==> src/rtl/prog_mem_ctrl_if.sv <==
`default_nettype none
// ============================================================================
// Module      : prog_mem_ctrl_if
// Description : Bundles the fetch, loader and memory-side signals of
//               prog_mem_ctrl. The slave modport is the controller's view;
//               the master modport is the surrounding environment
//               (CPU fetch unit, byte loader, program memory).
// Revision    : 1.0 - initial release
// ============================================================================
interface prog_mem_ctrl_if #(
    parameter int DATA_SIZE = 16,
    parameter int ADDR_SIZE = 4
);
    // CPU fetch side
    logic                 fetch_req;
    logic [ADDR_SIZE-1:0] fetch_addr;
    logic                 fetch_gnt;
    logic                 fetch_valid;
    logic [DATA_SIZE-1:0] fetch_data;
    logic                 cpu_hold;
    // byte-serial loader side
    logic                 ld_start;
    logic [ADDR_SIZE-1:0] ld_base;
    logic [ADDR_SIZE:0]   ld_len;
    logic                 ld_valid;
    logic [7:0]           ld_byte;
    logic                 ld_ready;
    logic                 ld_busy;
    logic                 ld_done;
    logic                 ld_err;
    // program memory port
    logic                 mem_w;
    logic [ADDR_SIZE-1:0] mem_addr;
    logic [DATA_SIZE-1:0] mem_data_wr;
    logic [DATA_SIZE-1:0] mem_data;

    modport slave (
        input  fetch_req, fetch_addr, ld_start, ld_base, ld_len,
               ld_valid, ld_byte, mem_data,
        output fetch_gnt, fetch_valid, fetch_data, cpu_hold, ld_ready,
               ld_busy, ld_done, ld_err, mem_w, mem_addr, mem_data_wr
    );

    modport master (
        output fetch_req, fetch_addr, ld_start, ld_base, ld_len,
               ld_valid, ld_byte, mem_data,
        input  fetch_gnt, fetch_valid, fetch_data, cpu_hold, ld_ready,
               ld_busy, ld_done, ld_err, mem_w, mem_addr, mem_data_wr
    );
endinterface
`default_nettype wire

==> src/rtl/prog_mem_ctrl.sv <==
`default_nettype none
// ============================================================================
// Module      : prog_mem_ctrl
// Description : Single-port program memory arbiter. CPU fetch owns the port
//               by default; a load session takes it exclusively, packs
//               little-endian bytes into words and writes them sequentially
//               from a base address while holding the CPU.
//               Optional checksum byte: define PROG_MEM_CTRL_CHECKSUM_EN.
// Revision    : 1.0 - initial release
// ============================================================================
module prog_mem_ctrl #(
    parameter int DATA_SIZE = 16,
    parameter int ADDR_SIZE = 4
) (
    input  wire logic        clk,
    input  wire logic        rst,
    prog_mem_ctrl_if.slave   bus
);
    localparam int BPW   = DATA_SIZE / 8;
    localparam int CNT_W = (BPW > 1) ? $clog2(BPW) : 1;

    typedef enum logic [2:0] {
        ST_RUN     = 3'd0,
        ST_COLLECT = 3'd1,
        ST_WRITE   = 3'd2,
`ifdef PROG_MEM_CTRL_CHECKSUM_EN
        ST_CHECK   = 3'd3,
`endif
        ST_DONE    = 3'd4
    } state_t;

    state_t               state_q,       state_d;
    logic [ADDR_SIZE-1:0] wr_ptr_q,      wr_ptr_d;
    logic [ADDR_SIZE:0]   words_left_q,  words_left_d;
    logic [CNT_W-1:0]     byte_cnt_q,    byte_cnt_d;
    logic [DATA_SIZE-1:0] asm_q,         asm_d;
    logic                 fetch_valid_q, fetch_valid_d;
    logic                 ld_ready_q,    ld_ready_d;
    logic                 ld_busy_q,     ld_busy_d;
    logic                 ld_done_q,     ld_done_d;
    logic                 mem_w_q,       mem_w_d;
    logic                 gnt;
    logic [ADDR_SIZE-1:0] addr_sel;
`ifdef PROG_MEM_CTRL_CHECKSUM_EN
    logic [7:0]           sum_q,         sum_d;
    logic                 ld_err_q,      ld_err_d;
    logic [7:0]           sum_plus;
`endif

    // Next-state, datapath updates and port-arbitration decode
    always_comb begin
        state_d      = state_q;
        wr_ptr_d     = wr_ptr_q;
        words_left_d = words_left_q;
        byte_cnt_d   = byte_cnt_q;
        asm_d        = asm_q;
        gnt          = 1'b0;
        addr_sel     = wr_ptr_q;
`ifdef PROG_MEM_CTRL_CHECKSUM_EN
        sum_d        = sum_q;
        ld_err_d     = ld_err_q;
        sum_plus     = sum_q + bus.ld_byte;
`endif
        case (state_q)
            ST_RUN: begin
                addr_sel = bus.fetch_addr;
                // a starting session wins over a same-cycle fetch
                gnt      = bus.fetch_req & ~bus.ld_start;
                if (bus.ld_start) begin
                    wr_ptr_d     = bus.ld_base;
                    words_left_d = bus.ld_len;
                    byte_cnt_d   = '0;
`ifdef PROG_MEM_CTRL_CHECKSUM_EN
                    sum_d        = 8'h00;
                    ld_err_d     = 1'b0;
`endif
                    if (bus.ld_len != '0) begin
                        state_d = ST_COLLECT;
                    end else begin
`ifdef PROG_MEM_CTRL_CHECKSUM_EN
                        state_d = ST_CHECK;
`else
                        state_d = ST_DONE;
`endif
                    end
                end
            end
            ST_COLLECT: begin
                if (bus.ld_valid && ld_ready_q) begin
                    for (int i = 0; i < BPW; i++) begin
                        if (byte_cnt_q == CNT_W'(i)) begin
                            asm_d[i*8 +: 8] = bus.ld_byte;
                        end
                    end
`ifdef PROG_MEM_CTRL_CHECKSUM_EN
                    sum_d = sum_plus;
`endif
                    if (byte_cnt_q == CNT_W'(BPW - 1)) begin
                        byte_cnt_d = '0;
                        state_d    = ST_WRITE;
                    end else begin
                        byte_cnt_d = byte_cnt_q + CNT_W'(1);
                    end
                end
            end
            ST_WRITE: begin
                wr_ptr_d     = wr_ptr_q + ADDR_SIZE'(1);
                words_left_d = words_left_q - (ADDR_SIZE+1)'(1);
                if (words_left_q == (ADDR_SIZE+1)'(1)) begin
`ifdef PROG_MEM_CTRL_CHECKSUM_EN
                    state_d = ST_CHECK;
`else
                    state_d = ST_DONE;
`endif
                end else begin
                    state_d = ST_COLLECT;
                end
            end
`ifdef PROG_MEM_CTRL_CHECKSUM_EN
            ST_CHECK: begin
                // trailing byte makes the running byte sum wrap to zero
                if (bus.ld_valid && ld_ready_q) begin
                    ld_err_d = (sum_plus != 8'h00);
                    state_d  = ST_DONE;
                end
            end
`endif
            ST_DONE: begin
                state_d = ST_RUN;
            end
            default: begin
                state_d = ST_RUN;
            end
        endcase

        // status outputs are registered copies of what the next state implies
        fetch_valid_d = gnt;
        ld_busy_d     = (state_d != ST_RUN);
        mem_w_d       = (state_d == ST_WRITE);
        ld_done_d     = (state_d == ST_DONE);
`ifdef PROG_MEM_CTRL_CHECKSUM_EN
        ld_ready_d    = (state_d == ST_COLLECT) || (state_d == ST_CHECK);
`else
        ld_ready_d    = (state_d == ST_COLLECT);
`endif
    end

    // State and datapath registers with synchronous reset
    always_ff @(posedge clk) begin
        if (rst) begin
            state_q       <= ST_RUN;
            wr_ptr_q      <= '0;
            words_left_q  <= '0;
            byte_cnt_q    <= '0;
            asm_q         <= '0;
            fetch_valid_q <= 1'b0;
            ld_ready_q    <= 1'b0;
            ld_busy_q     <= 1'b0;
            ld_done_q     <= 1'b0;
            mem_w_q       <= 1'b0;
`ifdef PROG_MEM_CTRL_CHECKSUM_EN
            sum_q         <= 8'h00;
            ld_err_q      <= 1'b0;
`endif
        end else begin
            state_q       <= state_d;
            wr_ptr_q      <= wr_ptr_d;
            words_left_q  <= words_left_d;
            byte_cnt_q    <= byte_cnt_d;
            asm_q         <= asm_d;
            fetch_valid_q <= fetch_valid_d;
            ld_ready_q    <= ld_ready_d;
            ld_busy_q     <= ld_busy_d;
            ld_done_q     <= ld_done_d;
            mem_w_q       <= mem_w_d;
`ifdef PROG_MEM_CTRL_CHECKSUM_EN
            sum_q         <= sum_d;
            ld_err_q      <= ld_err_d;
`endif
        end
    end

    assign bus.fetch_gnt   = gnt;
    assign bus.fetch_valid = fetch_valid_q;
    assign bus.fetch_data  = bus.mem_data;
    assign bus.cpu_hold    = ld_busy_q;
    assign bus.ld_ready    = ld_ready_q;
    assign bus.ld_busy     = ld_busy_q;
    assign bus.ld_done     = ld_done_q;
    assign bus.mem_w       = mem_w_q;
    assign bus.mem_addr    = addr_sel;
    assign bus.mem_data_wr = asm_q;
`ifdef PROG_MEM_CTRL_CHECKSUM_EN
    assign bus.ld_err      = ld_err_q;
`else
    assign bus.ld_err      = 1'b0;
`endif

endmodule
`default_nettype wire
==> src/flat_wrapper.sv <==
// flat-port wrapper written by rule: the top's interface ports become plain ports
module prog_mem_ctrl_flat 
#(
    parameter int DATA_SIZE = 16,
    parameter int ADDR_SIZE = 4
)
  (clk, rst, bus_fetch_req, bus_fetch_addr, bus_ld_start, bus_ld_base, bus_ld_len, bus_ld_valid, bus_ld_byte, bus_mem_data, bus_fetch_gnt, bus_fetch_valid, bus_fetch_data, bus_cpu_hold, bus_ld_ready, bus_ld_busy, bus_ld_done, bus_ld_err, bus_mem_w, bus_mem_addr, bus_mem_data_wr);
  prog_mem_ctrl_if #(.DATA_SIZE(DATA_SIZE), .ADDR_SIZE(ADDR_SIZE)) bus_i ();
  input  wire logic clk;
  input  wire logic rst;
  input wire logic [$bits(bus_i.fetch_req)-1:0] bus_fetch_req;
  input wire logic [$bits(bus_i.fetch_addr)-1:0] bus_fetch_addr;
  input wire logic [$bits(bus_i.ld_start)-1:0] bus_ld_start;
  input wire logic [$bits(bus_i.ld_base)-1:0] bus_ld_base;
  input wire logic [$bits(bus_i.ld_len)-1:0] bus_ld_len;
  input wire logic [$bits(bus_i.ld_valid)-1:0] bus_ld_valid;
  input wire logic [$bits(bus_i.ld_byte)-1:0] bus_ld_byte;
  input wire logic [$bits(bus_i.mem_data)-1:0] bus_mem_data;
  output wire logic [$bits(bus_i.fetch_gnt)-1:0] bus_fetch_gnt;
  output wire logic [$bits(bus_i.fetch_valid)-1:0] bus_fetch_valid;
  output wire logic [$bits(bus_i.fetch_data)-1:0] bus_fetch_data;
  output wire logic [$bits(bus_i.cpu_hold)-1:0] bus_cpu_hold;
  output wire logic [$bits(bus_i.ld_ready)-1:0] bus_ld_ready;
  output wire logic [$bits(bus_i.ld_busy)-1:0] bus_ld_busy;
  output wire logic [$bits(bus_i.ld_done)-1:0] bus_ld_done;
  output wire logic [$bits(bus_i.ld_err)-1:0] bus_ld_err;
  output wire logic [$bits(bus_i.mem_w)-1:0] bus_mem_w;
  output wire logic [$bits(bus_i.mem_addr)-1:0] bus_mem_addr;
  output wire logic [$bits(bus_i.mem_data_wr)-1:0] bus_mem_data_wr;
  assign bus_i.fetch_req = bus_fetch_req;
  assign bus_i.fetch_addr = bus_fetch_addr;
  assign bus_i.ld_start = bus_ld_start;
  assign bus_i.ld_base = bus_ld_base;
  assign bus_i.ld_len = bus_ld_len;
  assign bus_i.ld_valid = bus_ld_valid;
  assign bus_i.ld_byte = bus_ld_byte;
  assign bus_i.mem_data = bus_mem_data;
  assign bus_fetch_gnt = bus_i.fetch_gnt;
  assign bus_fetch_valid = bus_i.fetch_valid;
  assign bus_fetch_data = bus_i.fetch_data;
  assign bus_cpu_hold = bus_i.cpu_hold;
  assign bus_ld_ready = bus_i.ld_ready;
  assign bus_ld_busy = bus_i.ld_busy;
  assign bus_ld_done = bus_i.ld_done;
  assign bus_ld_err = bus_i.ld_err;
  assign bus_mem_w = bus_i.mem_w;
  assign bus_mem_addr = bus_i.mem_addr;
  assign bus_mem_data_wr = bus_i.mem_data_wr;
  prog_mem_ctrl #(.DATA_SIZE(DATA_SIZE), .ADDR_SIZE(ADDR_SIZE)) u_core (.clk(clk), .rst(rst), .bus(bus_i));
endmodule
==> config.mk <==
export PLATFORM = sky130hd
export DESIGN_NAME = prog_mem_ctrl_flat
export DESIGN_NICKNAME = d
export VERILOG_FILES = /design/src/rtl/prog_mem_ctrl_if.sv /design/src/rtl/prog_mem_ctrl.sv /design/src/flat_wrapper.sv
export SDC_FILE = /design/constraint.sdc
export NUM_CORES = 1
export LEC_CHECK = 0
export CAP_MARGIN = 25
export CORE_AREA = 2 2 67 69
export DETAILED_ROUTE_END_ITERATION = 6
export DIE_AREA = 0 0 69 71
export GPL_TIMING_DRIVEN = 1
export HOLD_SLACK_MARGIN = 0.03
export PLACE_DENSITY = 0.83
export SYNTH_ARGS = -nofsm -noshare
export SYNTH_HDL_FRONTEND = slang
export SYNTH_SLANG_ARGS = --single-unit
==> constraint.sdc <==
create_clock -name clk -period 4.79 [get_ports clk]
set_clock_uncertainty 0.05 [all_clocks]
set_input_delay 0.958 -clock clk [delete_from_list [all_inputs] [get_ports clk]]
set_output_delay 0.958 -clock clk [all_outputs]
set_load 0.005 [all_outputs]
==> flow_summary.toml <==
[clock_tree]
cts_made_buffers = 5
cts_resized = 0
postCtsSetupRepairBufs = 0
clk_pin_slew_worst_paths_ns = 0.07
cts_tree = "built"
clock-sinks = 34
cts.path.max_buffers = 2
cts-hold-fix-buffers = 0
clock_latency_ns = 0.29
clock_tree.root_cell = "clkbuf_8"
cts_max_level = 2

[power]
vdd_drop_max_mv = 0.1349
power_density_nw_per_um2 = 311.1
finalPower_mw = 0.7150
p_leak_nw = 0.8846

[final_layout]
register_area_um2 = 680.7
stdcell_area_um2 = 2298
fillers = 380
final_core_util = 0.5467
net_count_of_the_finished_layout = 262
antennaDiodeCount = 0
area_growth_pct = 30.65
multi_input_area_um2 = 854.6
drive_above_1_share = 0.08716

[hold_path]
min-delay-start = "u_core.bus.mem_data_wr[12]"
hold_path.class = "reg -> reg"
cell_depth_of_the_worst_hold_path = 2

[routing]
first_iter_violations = 123
drc = 0
avgViaCountPerCell = 5.189
drt_first_pass_iters = 4
route.vias.total = 1401
final_antenna_net_count = 0
routed_wl_um = 3773
wl_per_cell_um = 13.97

[die]
floorplan.initialDensity = 0.4185
floorplan.rows = 24
fp.coreArea_um2 = 4204
chipWidth_um = 69
die_h_um = 71
top_level_ports = 86
floorplan_die_area_um2 = 4899

[timing]
finalCritPeriodShare = 0.6671
grt_setup_unrepaired = "no"
hold_viol_final = 0
report.final.setup_viol = 0
worst_margin_slew_ns = 0.7369
fmaxAchievable_mhz = 312.9
final-max-slew-violation-count = 0
slew_headroom = 0.5066
final.min_clock_period_ns = 3.195
fin_tns_setup_ns = 0

[synth]
async_reset_ff_frac = 0
synth_edf_count = 0
ys_top_cells_by_area = "dfxtp_1, mux2i_1, nand2b_1, buf_4, buf_2"
synth_top_area_frac = 0.3869
synth_seq_cells = 34
postSynthCellCount = 187
syn-mean-instance-area_um2 = 9.407
yosysTopAreaCell = "dfxtp_1"
ys_dominant_reg_cell = "dfxtp_1"
synthDistinctLibCells = 46
synth.cell_area_um2 = 1759
synth_nets = 232
yosysSeqAreaShare = 0.3869
synth_top_cells_by_count = "dfxtp_1, nand2b_1, buf_4"
yosysWarningCount = 0
synth_most_common_cell = "dfxtp_1"

[place]
numPortBuffers = 52
dpl_cell_area_um2 = 2151
dpl.hpwl_um = 2608
routabilityCongestion = 0.7805

[critical_path]
type_of_element_capturing_the_critical_path = "output pin"
critical_path_peak_fanout = 5
r2r.worst_path.cells = 3
worstReg2RegStart = "u_core.state_q[1]"
cp_data_required_time_ns = 3.78
crit_start_category = "input port"
worst-endpoint-arrival_ns = 2.19
timing_worst_setup_path_type = "in -> out"
critical_path_startpoint = "bus_ld_start"

[global_route]
grt_pass1_vias = 1347
grt_max_degree = 43
wire_length_of_the_first_global_routing_pass_um = 6313
globalRouteTotalUtil = 0.1619
grt.overflow.total = 0
grt_antenna_before_repair = 0

[run_status]
outcome = "finished, final reports clean"

[flow_run]
max_cap_violations = 0
## kinds of logic after synthesis
logic type | synth area share
AO/OA/AOI/OAI | 0.1223
other | 0.002132
multiplexers | 0.1159
flip-flops | 0.3869
buffers and inverters | 0.1273
AND/OR/NAND/NOR | 0.2240
adder cells (fa/ha/maj) | 0.02134
## per-stage QoR
stage | hold WS, ns | instances | worst slack, ns
after global placement | 0.4114 | 261 | 1.631
after detailed placement | 0.4146 | 261 | 1.606
final | 0.4253 | 270 | 1.595
after CTS | 0.4299 | 269 | 1.593
after floorplan | 0.4084 | 187 | 2.569
after global routing | 0.4512 | 270 | 1.580
## critical path: stages
cell and delay, ns:
clkdlybuf4s50_1 0.47, and3b_1 0.26, clkdlybuf4s50_1 0.50
## sequential cells by signal (all words and copies together), names as in the netlist
signal and cells:
u_core.bus.mem_w 1, u_core.bus.cpu_hold 1, u_core.bus.fetch_valid 1, u_core.wr_ptr_q 4, u_core.words_left_q 5, u_core.bus.mem_data_wr 16
u_core.bus.ld_ready 1, u_core.bus.ld_done 1, u_core.state_q 3, u_core.byte_cnt_q 1
## power by group
group	total (mW)	leakage [nW]	switching, mW	internal, mW
Sequential	0.301	0.277	0.00880	0.292
Clock	0.329	0.0714	0.107	0.222
Combinational	0.0850	0.537	0.0333	0.0516
## placed cells by master, fill, tap and decap left out, types with 3 or more instances in the layout
cell type and n:
clkbuf_8 6, nor2_1 6, mux2_2 3, nor3_1 4, ha_1 3, inv_1 6, dfxtp_1 34, a31oi_1 3
nand3_1 3, nand2_1 8, nand2b_1 24, clkdlybuf4s50_1 52, mux2i_1 17, a21oi_1 6
## layer usage
layer | share of wire | GRT usage | vias up
li1 | - | - | 691
met5 | 0 | 0 | -
met4 | 0.021 | 0.07625 | 0
met1 | 0.44 | 0.1984 | 632
met3 | 0.12 | 0.08547 | 11
met2 | 0.42 | 0.2340 | 67
## layout make-up
cell class                 instances  share of cell area
clock inverter                     2             0.02613
multi-input combinational        116              0.3718
sequential                        34              0.2961
timing repair buffer              54              0.2319
tap                               52             0.02831
inverter                           6            0.009799
clock buffer                       6             0.03593
## worst paths after layout
| kind | to | slack (ns) |
|---|---|---|
| setup / recovery | bus_fetch_gnt | 1.59 |
| hold reg to reg | u_core.bus.mem_data_wr[12] | 0.43 |
| setup reg to reg | u_core.wr_ptr_q[2] | 2.92 |
| hold / removal | u_core.bus.mem_data_wr[12] | 0.43 |
Note: power is estimated with default switching activity, not from simulation.
==> RTL change 1: new RTL, same settings <==
Build with the macro `PROG_MEM_CTRL_CHECKSUM_EN` defined.
--- a/src/rtl/prog_mem_ctrl.sv
+++ b/src/rtl/prog_mem_ctrl.sv
@@ -10,2 +10,4 @@
 // ============================================================================
+`define PROG_MEM_CTRL_CHECKSUM_EN
+
 module prog_mem_ctrl #(
Formal check against the unedited RTL: not equivalent (a bounded check fails within 4 cycles, from zero or initial values and one cycle with rst high).
==> RTL change 1 against the original RTL <==
  * Via count grew 39%
  * Clock power shrank 31%
  * Area after synthesis grew 29%
  * Sequential share of layout area grew 1.3 points
  * Design area grew 21%
  * Register-to-register slack lost 520 ps
  * Sequential cell count grew 9
  * Wire length grew 38%
  * Setup slack gained 25 ps
  * Power grew 0.14%
  * Count of clock-buffer cells in the layout is the same
  * Largest cell class unchanged
  * Largest power group is now registers
==> RTL change 1: results (changes against the original RTL) <==
stage	metric	value	unit	change
status	status	finished, final reports clean		
logic_synthesis	sequential fraction of the synthesis area	37.9	%	-0.76 points
layout	Signal buffers	55		+1.9%
power_and_ir_drop	Max VDD drop	0.219	mV	+62%
logic_synthesis	Post-synth top cells	43 x dfxtp_1, 36 x nor2_1, 19 x nand2_1		
global_route	largest net degree at the start of global routing	27		-37%
sta	post-route clock period utilization	66.2	%	-0.53 points
layout	share of cells above drive strength 1	8.28	%	-0.44 points
setup_path	Crit Reg-Reg Startpoint	u_core.state_q[0]		
layout	fillers	381		+0.26%
power_and_ir_drop	sequential power share	52.8	%	+11 points
logic_synthesis	syn nets	309		+33%
logic_synthesis	largest cells by area after synthesis	dfxtp_1 38%, buf_4 6.0%, nor2_1 6.0%, ha_1 5.5%, a21oi_1 4.0%		
logic_synthesis	adder-cell area share of the yosys netlist	6.39	%	+4.3 points
layout	non-clock inverter total of the final layout	3		-3
detailed_routing	DRT iter0 DRCs	135		+9.8%
min_path	HP Start	u_core.bus.mem_data_wr[13]		
layout	#MultiIn Comb	182		+57%
place	RD Place Congestion	0.851		+9.0%
clock_tree	Clock Sinks	43		+26%
power_and_ir_drop	Clock Power Share	31.6	%	-15 points
power_and_ir_drop	Pleak	1.04	nW	+18%
layout	Seq. cell area	861	um^2	+26%
logic_synthesis	xor and xnor area share after synthesis	1.54	%	+1.5 points
setup_path	R2R depth	6		+3
layout	ClkCell Share	3.15	%	-3.1 points
setup_path	critical-path maximum fanout	4		-1
global_route	met1 Track Usage GR	27.0	%	+7.2 points
setup_path	Worst R2R Setup Slack	2400	ps	-520 ps
logic_synthesis	Synth Area in Compound Gates	16.4	%	+4.2 points
global_route	global-route wire length before repair	8.59	mm	+36%
place	pre-CTS WS	1340	ps	-263 ps
-- RTL change 1: cell types whose count changed after synthesis, moves of 5 or more --
cell,unedited run,this run
a21oi_1,6,18
a22oi_1,2,7
dfxtp_1,34,43
ha_1,3,10
mux2i_1,17,9
nand2_1,8,19
nand2b_1,24,1
nand3_1,3,11
nor2_1,6,36
-- RTL change 1: stage by stage --
step / cells / hold WS (ps) / power [mW] / area (um^2)
4_1_cts: 342 / 406 / 0.725 / 2780
3_3_place_gp: 335 / 397 / 0.494 / 2700
2_1_floorplan: 256 / 403 / 0.455 / 2270
6_report: 342 / 405 / 0.716 / 2780
3_5_place_dp: 335 / 396 / 0.497 / 2700
5_1_grt: 342 / 437 / 0.751 / 2780
-- RTL change 1: critical path: cells and delay by family --
kind,cells,cell delay [ps]
and+or+nand+nor,1,240
buffers and inverters,2,960
-- RTL change 1: metal layers --
layer	share of wire, %	up-vias
li1	-	971
met1	43	901
met2	49	75
met3	6.8	6
met4	1.4	0
met5	0	-
==> RTL change 2: new RTL, same flow settings <==
Made on the original files. `words_left_q` no longer has a reset.
--- a/src/rtl/prog_mem_ctrl.sv
+++ b/src/rtl/prog_mem_ctrl.sv
@@ -152,3 +152,2 @@
             wr_ptr_q      <= '0;
-            words_left_q  <= '0;
             byte_cnt_q    <= '0;
@@ -167,3 +166,2 @@
             wr_ptr_q      <= wr_ptr_d;
-            words_left_q  <= words_left_d;
             byte_cnt_q    <= byte_cnt_d;
@@ -180,2 +178,6 @@
         end
+    end
+
+    always_ff @(posedge clk) begin
+        words_left_q <= words_left_d;
     end
Check against the original RTL: same outputs for any inputs over 10 cycles, from zero or initial values and one cycle with rst high; that may be too few to reach the edited logic, so the function may still have changed.
==> RTL change 2 against the original RTL <==
  * Via count is 12% lower
  * Wire length is 12% lower
  * Power is 16% lower
  * Area after synthesis is 11% lower
  * Setup slack worse by 4.2 ps
  * Core utilization is 4.6 points lower
  * Non-clock buffer count is 1 lower
  * Sequential power is 2% higher
  * Design area is 8.3% lower
  * Sequential cell count stayed put
  * Largest cell class is now flip-flops and latches
  * Largest power group is now registers
  * Highest routed layer unchanged
==> RTL change 2: results (changes against the original RTL) <==
stage	metric	value	unit	change
setup_path	Crit Reg-Reg Startpoint	u_core.state_q[0]		
logic_synthesis	Post-synth top cells	29 x dfxtp_1, 26 x nand2_1, 20 x buf_4		
sta	Slew @ Worst Pin	613	ps	-124 ps
status	status	finished, final reports clean		
detailed_routing	DRT iter0 DRCs	85		-31%
power_and_ir_drop	Max VDD drop	0.190	mV	+41%
detailed_routing	Via density	4.73		-8.8%
global_route	global-route track usage on met2	23.7	%	+0.32 points
logic_synthesis	Yosys cell types	35		-24%
global_route	met1 Track Usage GR	17.9	%	-1.9 points
logic_synthesis	largest cells by area after synthesis	dfxtp_1 37%, buf_4 9.6%, edfxtp_1 9.6%, nand2_1 6.2%, mux2i_1 5.1%		
logic_synthesis	EDFF count, synth	5		+5
min_path	HP Start	u_core.bus.mem_data_wr[15]		
logic_synthesis	cell count after synthesis	171		-8.6%
detailed_routing	drt wl/cell	12.8	um	-8.2%
clock_tree	Clk Latency, worst-skew pair	270	ps	-20 ps
layout	share of cells above drive strength 1	7.69	%	-1.0 points
global_route	met3 usage	4.84	%	-3.7 points
global_route	global router's overall resource usage	14.4	%	-1.8 points
setup_path	R2R depth	4		+1
detailed_routing	DR WL met2	1.64	mm	+3.7%
place	Detail Placement HPWL	2.46	mm	-5.7%
place	placed cell area	1990	um^2	-7.6%
detailed_routing	met3 routed WL	196	um	-58%
global_route	largest net degree at the start of global routing	30		-30%
sta	fin worst setup slack	1590	ps	-4.20 ps
setup_path	Worst R2R Setup Slack	3100	ps	+180 ps
detailed_routing	WL final	3.34	mm	-12%
power_and_ir_drop	Pleak	0.833	nW	-5.9%
-- RTL change 2: cells by family after synthesis --
logic type      Yosys count  share of synthesized area (%)
fa+ha+maj                 3                           2.39
simple gates             63                           18.4
flops                    34                           46.6
compound gates           27                           10.8
mux                      12                           7.97
buf+inv                  27                           11.3
xor+xnor                  4                           2.23
other cells               1                          0.239
-- RTL change 2: area by class of cell --
| cell class | count | area (um^2) |
|---|---|---|
| sequential | 34 | 731 |
| clock buffer | 7 | 86.3 |
| inverter | 3 | 11.3 |
| fill | 421 | 2100 |
| multi-input combinational | 110 | 661 |
| timing repair buffer | 53 | 548 |
| clock inverter | 1 | 5.00 |
| tap | 52 | 65.1 |
-- RTL change 2: worst min path at each step --
| stage | end | slack [ps] | cells past startpoint |
|---|---|---|---|
| after global routing | u_core.bus.mem_data_wr[15] | 440 | 2 |
| final | u_core.bus.mem_data_wr[15] | 410 | 2 |
| after global placement | u_core.bus.mem_data_wr[9] | 390 | 2 |
| after floorplan | u_core.bus.mem_data_wr[10] | 400 | 2 |
| after detailed placement | u_core.bus.mem_data_wr[15] | 400 | 2 |
| after CTS | u_core.bus.mem_data_wr[15] | 410 | 2 |
-- RTL change 2: worst register-to-register path, cell delays in order, from the launching register on --
cell,delay (ps)
dfxtp_1,460
and3_1,260
nand3b_1,450
mux2i_1,300
nor2_1,60
-- RTL change 2: power breakdown --
part | switching (mW) | total (mW) | internal (mW) | leakage [nW]
Clock | 0.0995 | 0.215 | 0.116 | 0.0482
Sequential | 0.00770 | 0.307 | 0.299 | 0.283
Combinational | 0.0290 | 0.0773 | 0.0484 | 0.501
